===== config.mk =====
export PLATFORM = sky130hd
export DESIGN_NAME = rx_frame_deserializer_flat
export DESIGN_NICKNAME = d
export VERILOG_FILES = /design/src/rtl/rx_frame_deserializer_if.sv /design/src/rtl/rx_frame_deserializer.sv /design/src/flat_wrapper.sv
export SDC_FILE = /design/constraint.sdc
export NUM_CORES = 1
export LEC_CHECK = 0
export ABC_AREA = 1
export ABC_CLOCK_PERIOD_IN_PS = 3390
export BUFFER_PORTS_ARGS = -buffer_cell sky130_fd_sc_hd__buf_2
export CORE_UTILIZATION = 40
export CTS_CLUSTER_SIZE = 40
export DETAILED_ROUTE_END_ITERATION = 8
export GPL_TIMING_DRIVEN = 0
export SETUP_SLACK_MARGIN = 0.15
export SYNTH_ARGS = -nofsm -noshare
export SYNTH_HDL_FRONTEND = slang
export SYNTH_SLANG_ARGS = --single-unit

===== constraint.sdc =====
create_clock -name clk -period 3.39 [get_ports clk]
set_clock_uncertainty 0.05 [all_clocks]
set_input_delay 0.1695 -clock clk [delete_from_list [all_inputs] [get_ports clk]]
set_output_delay 0.1695 -clock clk [all_outputs]
set_load 0.02 [all_outputs]

===== src/rtl/rx_frame_deserializer_if.sv =====
// Bus between the UART RX deserializer and its surroundings: serial line,
// configuration, parity-checker handshake and received-frame outputs.
interface rx_frame_deserializer_if #(
  parameter int DATA_WIDTH = 8,
  parameter int PRESC_W    = 6
);
  logic                  rx_in;
  logic [PRESC_W-1:0]    prescale;
  logic                  par_en;
  logic                  par_chk_en;
  logic                  par_bit;
  logic [DATA_WIDTH-1:0] par_data;
  logic                  par_err;
  logic [DATA_WIDTH-1:0] p_data;
  logic                  data_valid;
  logic                  stop_err;
  logic                  par_err_o;

  modport master (
    input  rx_in, prescale, par_en, par_err,
    output par_chk_en, par_bit, par_data, p_data, data_valid, stop_err, par_err_o
  );

  modport slave (
    output rx_in, prescale, par_en, par_err,
    input  par_chk_en, par_bit, par_data, p_data, data_valid, stop_err, par_err_o
  );
endinterface


===== src/rtl/rx_frame_deserializer.sv =====
// UART RX front end: oversampled 3-sample majority vote, start/data/parity/stop
// frame FSM, LSB-first deserializer and external parity-checker handshake.
module rx_frame_deserializer #(
  parameter int DATA_WIDTH = 8,
  parameter int PRESC_W    = 6
) (
  input  logic                     clk,
  input  logic                     rst,
  rx_frame_deserializer_if.master  bus
);

  localparam int BIT_W = (DATA_WIDTH > 1) ? $clog2(DATA_WIDTH) : 1;

  typedef enum logic [2:0] {
    IDLE   = 3'd0,
    START  = 3'd1,
    DATA   = 3'd2,
    PARITY = 3'd3,
    STOP   = 3'd4
  } state_t;

  state_t                state_r;
  logic [PRESC_W-1:0]    presc_r;
  logic [PRESC_W-1:0]    edge_cnt_r;
  logic [BIT_W-1:0]      bit_cnt_r;
  logic [1:0]            smp_r;
  logic                  vote_r;
  logic                  par_fail_r;
  logic [DATA_WIDTH-1:0] shift_r;
  logic [DATA_WIDTH-1:0] p_data_r;
  logic                  par_chk_en_r;
  logic                  par_bit_r;
  logic                  data_valid_r;
  logic                  stop_err_r;
  logic                  par_err_o_r;

  logic [PRESC_W-1:0]    presc_s;
  logic [PRESC_W-1:0]    half_s;
  logic                  smp0_s;
  logic                  smp1_s;
  logic                  vote_ld_s;
  logic                  vote_cyc_s;
  logic                  last_s;

  function automatic logic maj3(input logic a, input logic b, input logic c);
    return (a & b) | (a & c) | (b & c);
  endfunction

  // Legalise the requested prescale: clamp to 8..32, then force even.
  always_comb begin
    presc_s = PRESC_W'(8);
    if (bus.prescale < PRESC_W'(8)) begin
      presc_s = PRESC_W'(8);
    end else if (bus.prescale > PRESC_W'(32)) begin
      presc_s = PRESC_W'(32);
    end else begin
      presc_s = {bus.prescale[PRESC_W-1:1], 1'b0};
    end
  end

  // Position decodes within the current bit period.
  always_comb begin
    half_s     = {1'b0, presc_r[PRESC_W-1:1]};
    smp0_s     = (edge_cnt_r == (half_s - PRESC_W'(1)));
    smp1_s     = (edge_cnt_r == half_s);
    vote_ld_s  = (edge_cnt_r == (half_s + PRESC_W'(1)));
    vote_cyc_s = (edge_cnt_r == (half_s + PRESC_W'(2)));
    last_s     = (edge_cnt_r == (presc_r - PRESC_W'(1)));
  end

  // Frame FSM, sampling/vote pipeline, deserializer and registered outputs.
  always_ff @(posedge clk or negedge rst) begin
    if (!rst) begin
      state_r      <= IDLE;
      presc_r      <= PRESC_W'(8);
      edge_cnt_r   <= '0;
      bit_cnt_r    <= '0;
      smp_r        <= 2'b00;
      vote_r       <= 1'b0;
      par_fail_r   <= 1'b0;
      shift_r      <= '0;
      p_data_r     <= '0;
      par_chk_en_r <= 1'b0;
      par_bit_r    <= 1'b0;
      data_valid_r <= 1'b0;
      stop_err_r   <= 1'b0;
      par_err_o_r  <= 1'b0;
    end else begin
      par_chk_en_r <= 1'b0;
      data_valid_r <= 1'b0;
      stop_err_r   <= 1'b0;
      par_err_o_r  <= 1'b0;

      // The third sample is taken straight from rx_in, so vote_r is valid in the vote cycle.
      if (state_r != IDLE) begin
        if (last_s) begin
          edge_cnt_r <= '0;
        end else begin
          edge_cnt_r <= edge_cnt_r + PRESC_W'(1);
        end
        if (smp0_s) begin
          smp_r[0] <= bus.rx_in;
        end
        if (smp1_s) begin
          smp_r[1] <= bus.rx_in;
        end
        if (vote_ld_s) begin
          vote_r <= maj3(smp_r[0], smp_r[1], bus.rx_in);
        end
      end

      case (state_r)
        IDLE: begin
          if (!bus.rx_in) begin
            state_r    <= START;
            edge_cnt_r <= '0;
            presc_r    <= presc_s;
            par_fail_r <= 1'b0;
          end
        end
        START: begin
          bit_cnt_r <= '0;
          if (last_s) begin
            state_r <= vote_r ? IDLE : DATA;
          end
        end
        DATA: begin
          if (vote_cyc_s) begin
            shift_r <= {vote_r, shift_r[DATA_WIDTH-1:1]};
          end
          if (last_s) begin
            if (bit_cnt_r == BIT_W'(DATA_WIDTH - 1)) begin
              state_r <= bus.par_en ? PARITY : STOP;
            end else begin
              bit_cnt_r <= bit_cnt_r + BIT_W'(1);
            end
          end
        end
        PARITY: begin
          // par_chk_en is high during the vote cycle; the checker answers in time for the bit end.
          if (vote_ld_s) begin
            par_bit_r    <= maj3(smp_r[0], smp_r[1], bus.rx_in);
            par_chk_en_r <= 1'b1;
          end
          if (last_s) begin
            par_fail_r <= bus.par_err;
            state_r    <= STOP;
          end
        end
        STOP: begin
          // Leave half a bit early so the next start edge is never missed.
          if (vote_cyc_s) begin
            state_r    <= IDLE;
            edge_cnt_r <= '0;
            if (!vote_r) begin
              stop_err_r <= 1'b1;
            end else if (par_fail_r) begin
              par_err_o_r <= 1'b1;
            end else begin
              p_data_r     <= shift_r;
              data_valid_r <= 1'b1;
            end
          end
        end
        default: begin
          state_r    <= IDLE;
          edge_cnt_r <= '0;
        end
      endcase
    end
  end

  assign bus.par_chk_en = par_chk_en_r;
  assign bus.par_bit    = par_bit_r;
  assign bus.par_data   = shift_r;
  assign bus.p_data     = p_data_r;
  assign bus.data_valid = data_valid_r;
  assign bus.stop_err   = stop_err_r;
  assign bus.par_err_o  = par_err_o_r;

endmodule

===== src/flat_wrapper.sv =====
// flat-port wrapper written by rule: the top's interface ports become plain ports
module rx_frame_deserializer_flat 
#(
  parameter int DATA_WIDTH = 8,
  parameter int PRESC_W    = 6
)
  (clk, rst, bus_rx_in, bus_prescale, bus_par_en, bus_par_err, bus_par_chk_en, bus_par_bit, bus_par_data, bus_p_data, bus_data_valid, bus_stop_err, bus_par_err_o);
  rx_frame_deserializer_if #(.DATA_WIDTH(DATA_WIDTH), .PRESC_W(PRESC_W)) bus_i ();
  input  logic clk;
  input  logic rst;
  input wire logic [$bits(bus_i.rx_in)-1:0] bus_rx_in;
  input wire logic [$bits(bus_i.prescale)-1:0] bus_prescale;
  input wire logic [$bits(bus_i.par_en)-1:0] bus_par_en;
  input wire logic [$bits(bus_i.par_err)-1:0] bus_par_err;
  output wire logic [$bits(bus_i.par_chk_en)-1:0] bus_par_chk_en;
  output wire logic [$bits(bus_i.par_bit)-1:0] bus_par_bit;
  output wire logic [$bits(bus_i.par_data)-1:0] bus_par_data;
  output wire logic [$bits(bus_i.p_data)-1:0] bus_p_data;
  output wire logic [$bits(bus_i.data_valid)-1:0] bus_data_valid;
  output wire logic [$bits(bus_i.stop_err)-1:0] bus_stop_err;
  output wire logic [$bits(bus_i.par_err_o)-1:0] bus_par_err_o;
  assign bus_i.rx_in = bus_rx_in;
  assign bus_i.prescale = bus_prescale;
  assign bus_i.par_en = bus_par_en;
  assign bus_i.par_err = bus_par_err;
  assign bus_par_chk_en = bus_i.par_chk_en;
  assign bus_par_bit = bus_i.par_bit;
  assign bus_par_data = bus_i.par_data;
  assign bus_p_data = bus_i.p_data;
  assign bus_data_valid = bus_i.data_valid;
  assign bus_stop_err = bus_i.stop_err;
  assign bus_par_err_o = bus_i.par_err_o;
  rx_frame_deserializer #(.DATA_WIDTH(DATA_WIDTH), .PRESC_W(PRESC_W)) u_core (.clk(clk), .rst(rst), .bus(bus_i));
endmodule

### After elaboration in Yosys (flattened, before gate mapping)

Index checks and enable logic that the tools add are counted.

* add/sub/neg operators: 6
* $mul: 0
* div/mod/pow operators: 0
* magnitude comparators: 2
* equality and inequality tests: 17
* shift-type cells: 0
* mux-type cells: 35
* bitwise operators: 7
* reduce and logical (&&, ||, !) cells: 15

Operators with widths (number)
* $mux W6: 6
* $mux W3: 9
* $eq A6 B6 Y1: 4
* $pmux W6 S3: 1
* $mux W1: 15
* $pmux W3 S5: 1
* $reduce_and A2 Y1: 6
* $ne A2 B1 Y1 const B: 5
* $add A5 B1 Y6 const B: 1
* $add A5 B2 Y6 const B: 1
* $add A6 B1 Y6 const B: 1
* $eq A3 B2 Y1 const B: 2
* $eq A3 B3 Y1 const B: 2
* $eq A6 B5 Y1: 1
* $gt A6 B6 Y1 const B: 1
* $lt A6 B4 Y1 const B: 1
* $pmux W3 S2: 1
* $reduce_and A3 Y1: 2
* $reduce_and A6 Y1: 1
* $sub A5 B1 Y6 const B: 1
* $sub A6 B1 Y6 const B: 1
* $ne A2 B2 Y1 const B: 2
* $reduce_and A4 Y1: 1
* $reduce_bool A2 Y1: 2
* other kinds (10): 14

* bits in registers: 43
* latch bits: 0
* RAM bits: 0
* memory bits (read-only): 0
* bits of input ports: 11
* output and inout bits: 21
* word-level logic and storage cells: 97
* memories kept: 0

### Longest topological paths before layout

* depth after elaboration: 6
* gate-level depth with buffers: 13
* gate-level depth less buffers: 13

### Worst setup path after synthesis

No wires, ideal clock.

* path type: reg2reg
* start point: register u_core.presc_r[3]
* end point: register u_core.p_data_r[5], in the netlist u_core.bus.p_data[5]
* library setup time: 0.117 ns
* arrival time: 1.781 ns
* required time: 3.223 ns
* setup slack: 1.441 ns
* cell stages (with the launch flop): 12
* buffers on the path: 1
* period minus slack after synthesis: 1.949 ns
* cell sequence: dfstp_2 inv_1 ha_1 xnor2_1 nand3_1 nor2_1 nand2_2 clkinv_4 nand3_4 buf_6 nand2_2 o21ai_2

* longest elaborated chain between the ends: 3

RTL lines
* from (decl): RTL line rx_frame_deserializer.sv:23 `logic [PRESC_W-1:0] presc_r;`
* from (signal assigned): RTL line rx_frame_deserializer.sv:117 `presc_r <= presc_s;`
* $add A5 B2 Y6: RTL line rx_frame_deserializer.sv:67 `vote_cyc_s = (edge_cnt_r == (half_s + PRESC_W'(2)));`
* $eq A6 B6 Y1: RTL line rx_frame_deserializer.sv:67
* $reduce_and A4 Y1 (no line)
* to (signal assigned): RTL line rx_frame_deserializer.sv:160 `p_data_r <= shift_r;`
* to (decl): RTL line rx_frame_deserializer.sv:30 `logic [DATA_WIDTH-1:0] p_data_r;`

Every way passes these cells.
A chain may end at the register's enable or synchronous reset.

### Worst setup path after layout

* start point: register u_core.presc_r[3]
* end point: register u_core.edge_cnt_r[5]

* longest elaborated chain between the ends: 6
* elaborated cells on any way between the ends: 9
* classes of those cells: add/sub (2); eq/ne (2); mux (5)

RTL lines
* $sub A6 B1 Y6: RTL line rx_frame_deserializer.sv:68 `last_s = (edge_cnt_r == (presc_r - PRESC_W'(1)));`
* $eq A6 B6 Y1: RTL line rx_frame_deserializer.sv:68
* $mux W6: RTL line rx_frame_deserializer.sv:96 `if (last_s) begin`
* $mux W6: RTL line rx_frame_deserializer.sv:95 `if (state_r != IDLE) begin`
* $mux W6 (on tied branches): RTL line rx_frame_deserializer.sv:152, rx_frame_deserializer.sv:114
* $pmux W6 S3 *: RTL line rx_frame_deserializer.sv:112 `case (state_r)`
* to (signal assigned): RTL line rx_frame_deserializer.sv:99 `edge_cnt_r <= edge_cnt_r + PRESC_W'(1);`
* to (decl): RTL line rx_frame_deserializer.sv:24 `logic [PRESC_W-1:0] edge_cnt_r;`

Every way passes the cells marked *; elsewhere a longest branch is shown, timed or not.

==> run_results.csv <==
group,metric,value,unit
outcome,status,"finished, final reports clean",
detailed_routing,vias,2140,
detailed_routing,first_iter_violations,146,
global_routing,grt_pass1_vias,1919,
detailed_routing,postRouteWirelength,5350,um
die,rows,28,
synth,ys_types,30,
timing,tns,0,ns
power,p_leak,1.49,nW
place,dp.cells,431,
clocking,htree_levels,2,
detailed_routing,avgRoutedWirePerCell,12.2,um
die,die_y,80.5,um
clocking,clkTransAtPathRegs,0.08,ns
timing,grt_setup_unrepaired,"no",
power,swShare,47.1,%
power,p_int,1.06,mW
finish,finalNonFillerCells,440,
die,die_w,80.5,um
synth,async_flop_share,100,%
die,io_pins,32,
job,cap_violations,0,
clocking,cts_buffers,5,
synth,synth_top_area_share,41.6,%
power,ir_drop,0.000264,V
synth,syn_area_per_cell,7.58,um^2
timing,slew-limit-headroom,36.5,%
place,place_hpwl,3980,um
setup_path,critPathLaunchType,"flip-flop",
synth,netlist_top_cells_area,"dfrtp_1, nand2_1, nand3_1, inv_1, nor2_1",
clocking,insertion_delay,0.30,ns
global_routing,antenna_found_initial,0,
power,p_sw,0.947,mW
synth,synth-edff-count,0,
finish,fillers,601,
clocking,root_buffer,"clkbuf_8",
timing,post-route-period-util,66.9,%
timing,fin_crit,2.27,ns
synth,yosysSeqAreaShare,42.7,%
finish,postLayoutCoreUtil,47.5,%
setup_path,crit_required,3.52,ns
finish,final_common_cell,"nand2_1",
setup_path,cp_max_fo,7,
clocking,clockBufferDepth,2,
synth,yosysTopAreaCell,"dfrtp_1",
power,pwr-share-clk,16.6,%
timing,tightest_slew,0.953,ns
setup_path,critPathArrivalTime,2.40,ns
clocking,cts.hold.buffers_added,1,
timing,max_freq,441,MHz
synth,ys_warn_count,0,
synth,syn_area,2460,um^2
clocking,clock_sinks,42,
clocking,postCtsResizedCells,0,
clocking,cts_tree,"built",
detailed_routing,drc,0,
clocking,post-cts-setup-buffers,0,
global_routing,globalRouteOverflowTotal,0,
die,core,5920,um^2
setup_path,crit_chain,"inv_1, ha_1, xnor2_1, nand3_1, nor2_1, nand2_2, nand2_1, nand3_1, nand2_1, nor2_1",
synth,synth_cells,325,
synth,synth_ff_type,"dfrtp_1",
place,io_buffers,31,
setup_path,critPathCaptureType,"flip-flop",
timing,drv_slew,0,
synth,synth-seq-cells,42,
finish,nets,383,
setup_path,worstSetupPathType,"reg -> reg",
power,p_per_area,715,nW/um^2
setup_path,cpPeakStageDelay,0.61,ns
synth,syn-num-nets,344,
timing,hold_viol,0,
timing,finalSetupViolations,0,
finish,multiInputGateArea,1210,um^2
detailed_routing,viasPerCell,4.86,
setup_path,cp_slowest_cell,"dfstp_2",
finish,regArea,1050,um^2
worst_hold_path,hold_class,"in -> reg",
finish,area_growth,14.2,%
finish,final_cell_mix,"nand2_1, dfrtp_1, inv_1, buf_2, nand3_1",
global_routing,grt_max_degree,43,
finish,antenna_cells,0,
die,dieArea,6480,um^2
global_routing,grt_pass1_wl,9110,um
place,gp_congestion,0.891,
power,power_frac_seq,35.1,%
detailed_routing,dr.pass1.iters,4,
global_routing,grt_util_all_layers,18.6,%
finish,drive_gt1_share,19.2,%
die,start_util,41.6,%
detailed_routing,antenna_left,0,
power,p_comb_share,48.3,%
==> synth_stat cells, drive strengths merged (4+ instances only) <==
master	n
o21ai	23
inv	42
nand3	32
nor2	29
xor2	9
ha	8
nand2	106
dfrtp	41
a21oi	4
nor3	5
nand4	9
==> worst max-delay path: cells and delay by family (launching register included) <==
| family | cells | cell delay, ns |
|---|---|---|
| xor gates and xnor gates | 1 | 0.16 |
| adders and majority gates | 1 | 0.31 |
| buffers and inverters | 1 | 0.14 |
| DFF | 1 | 0.61 |
| and+or+nand+nor | 7 | 0.87 |
==> sequential cells by signal, indices dropped and copies added (netlist names), 2 cells and up <==
signal,count
u_core.bus.p_data,8
u_core.bus.par_data,8
u_core.edge_cnt_r,6
u_core.presc_r,5
u_core.bit_cnt_r,3
u_core.state_r,3
u_core.smp_r,2
==> cell type report <==
cell class	count	area share, %
Multi-Input combinational cell	236	43.1
Sequential cell	42	37.4
Inverter	43	5.92
Timing Repair Buffer	32	5.87
Tap cell	75	3.34
Clock buffer	5	2.45
Buffer	4	1.11
Clock inverter	3	0.756
==> power by group through the flow <==
| stage | clock network [mW] | registers [mW] | logic, mW |
|---|---|---|---|
| global route | 0.373 | 0.720 | 1.13 |
| finish | 0.335 | 0.705 | 0.972 |
| detailed placement | 0 | 0.715 | 0.965 |
| global placement | 0 | 0.711 | 0.954 |
| floorplan | 0 | 0.694 | 0.752 |
| CTS | 0.352 | 0.704 | 0.973 |
==> layer usage <==
metal  vias to the layer above  track usage [%]  share of wire [%]
li1                       1120                -                  -
met1                       964             26.5                 50
met2                        49             28.1                 44
met3                         7             3.75                4.2
met4                         0             5.89                1.2
met5                         -                0                  0
==> through the flow <==
step / power, mW / area, um^2 / setup WS, ns / hold WS (ns)
final: 2.01 / 2810 / 1.12 / 0.0392
after detailed placement: 1.68 / 2710 / 1.14 / 0.332
after global placement: 1.66 / 2710 / 1.16 / 0.329
after floorplan: 1.45 / 2460 / 1.44 / -0.176
after global routing: 2.23 / 2810 / 0.887 / 0.0339
after CTS: 2.03 / 2810 / 1.11 / 0.0307
==> path summary, 6_finish.rpt <==
path                                                  start                                to  slack, ns  depth (start not counted)
max                           u_core.presc_r[3]$_DFFE_PN1P_    u_core.edge_cnt_r[5]$_DFF_PN0_       1.12                         10
min                                             bus_par_err     u_core.par_fail_r$_DFFE_PN0P_       0.04                          3
max reg2reg                   u_core.presc_r[3]$_DFFE_PN1P_    u_core.edge_cnt_r[5]$_DFF_PN0_       1.12                         10
min reg2reg                u_core.bus.p_data[2]$_DFFE_PN0P_  u_core.bus.p_data[2]$_DFFE_PN0P_       0.43                          2
max in group asynchronous                               rst   u_core.bus.data_valid$_DFF_PN0_       2.20                          2
min in group asynchronous                               rst  u_core.bus.p_data[0]$_DFFE_PN0P_       0.50                          2
==> cell families after synthesis <==
family                   share of synthesized area (%)
AND/OR/NAND/NOR                                   32.6
flip-flops                                        42.7
AO/OA/AOI/OAI                                     8.33
buffers and inverters                             8.02
adder cells (fa/ha/maj)                           4.47
XOR/XNOR                                          3.91
Note: power is estimated with default switching activity, not from simulation.
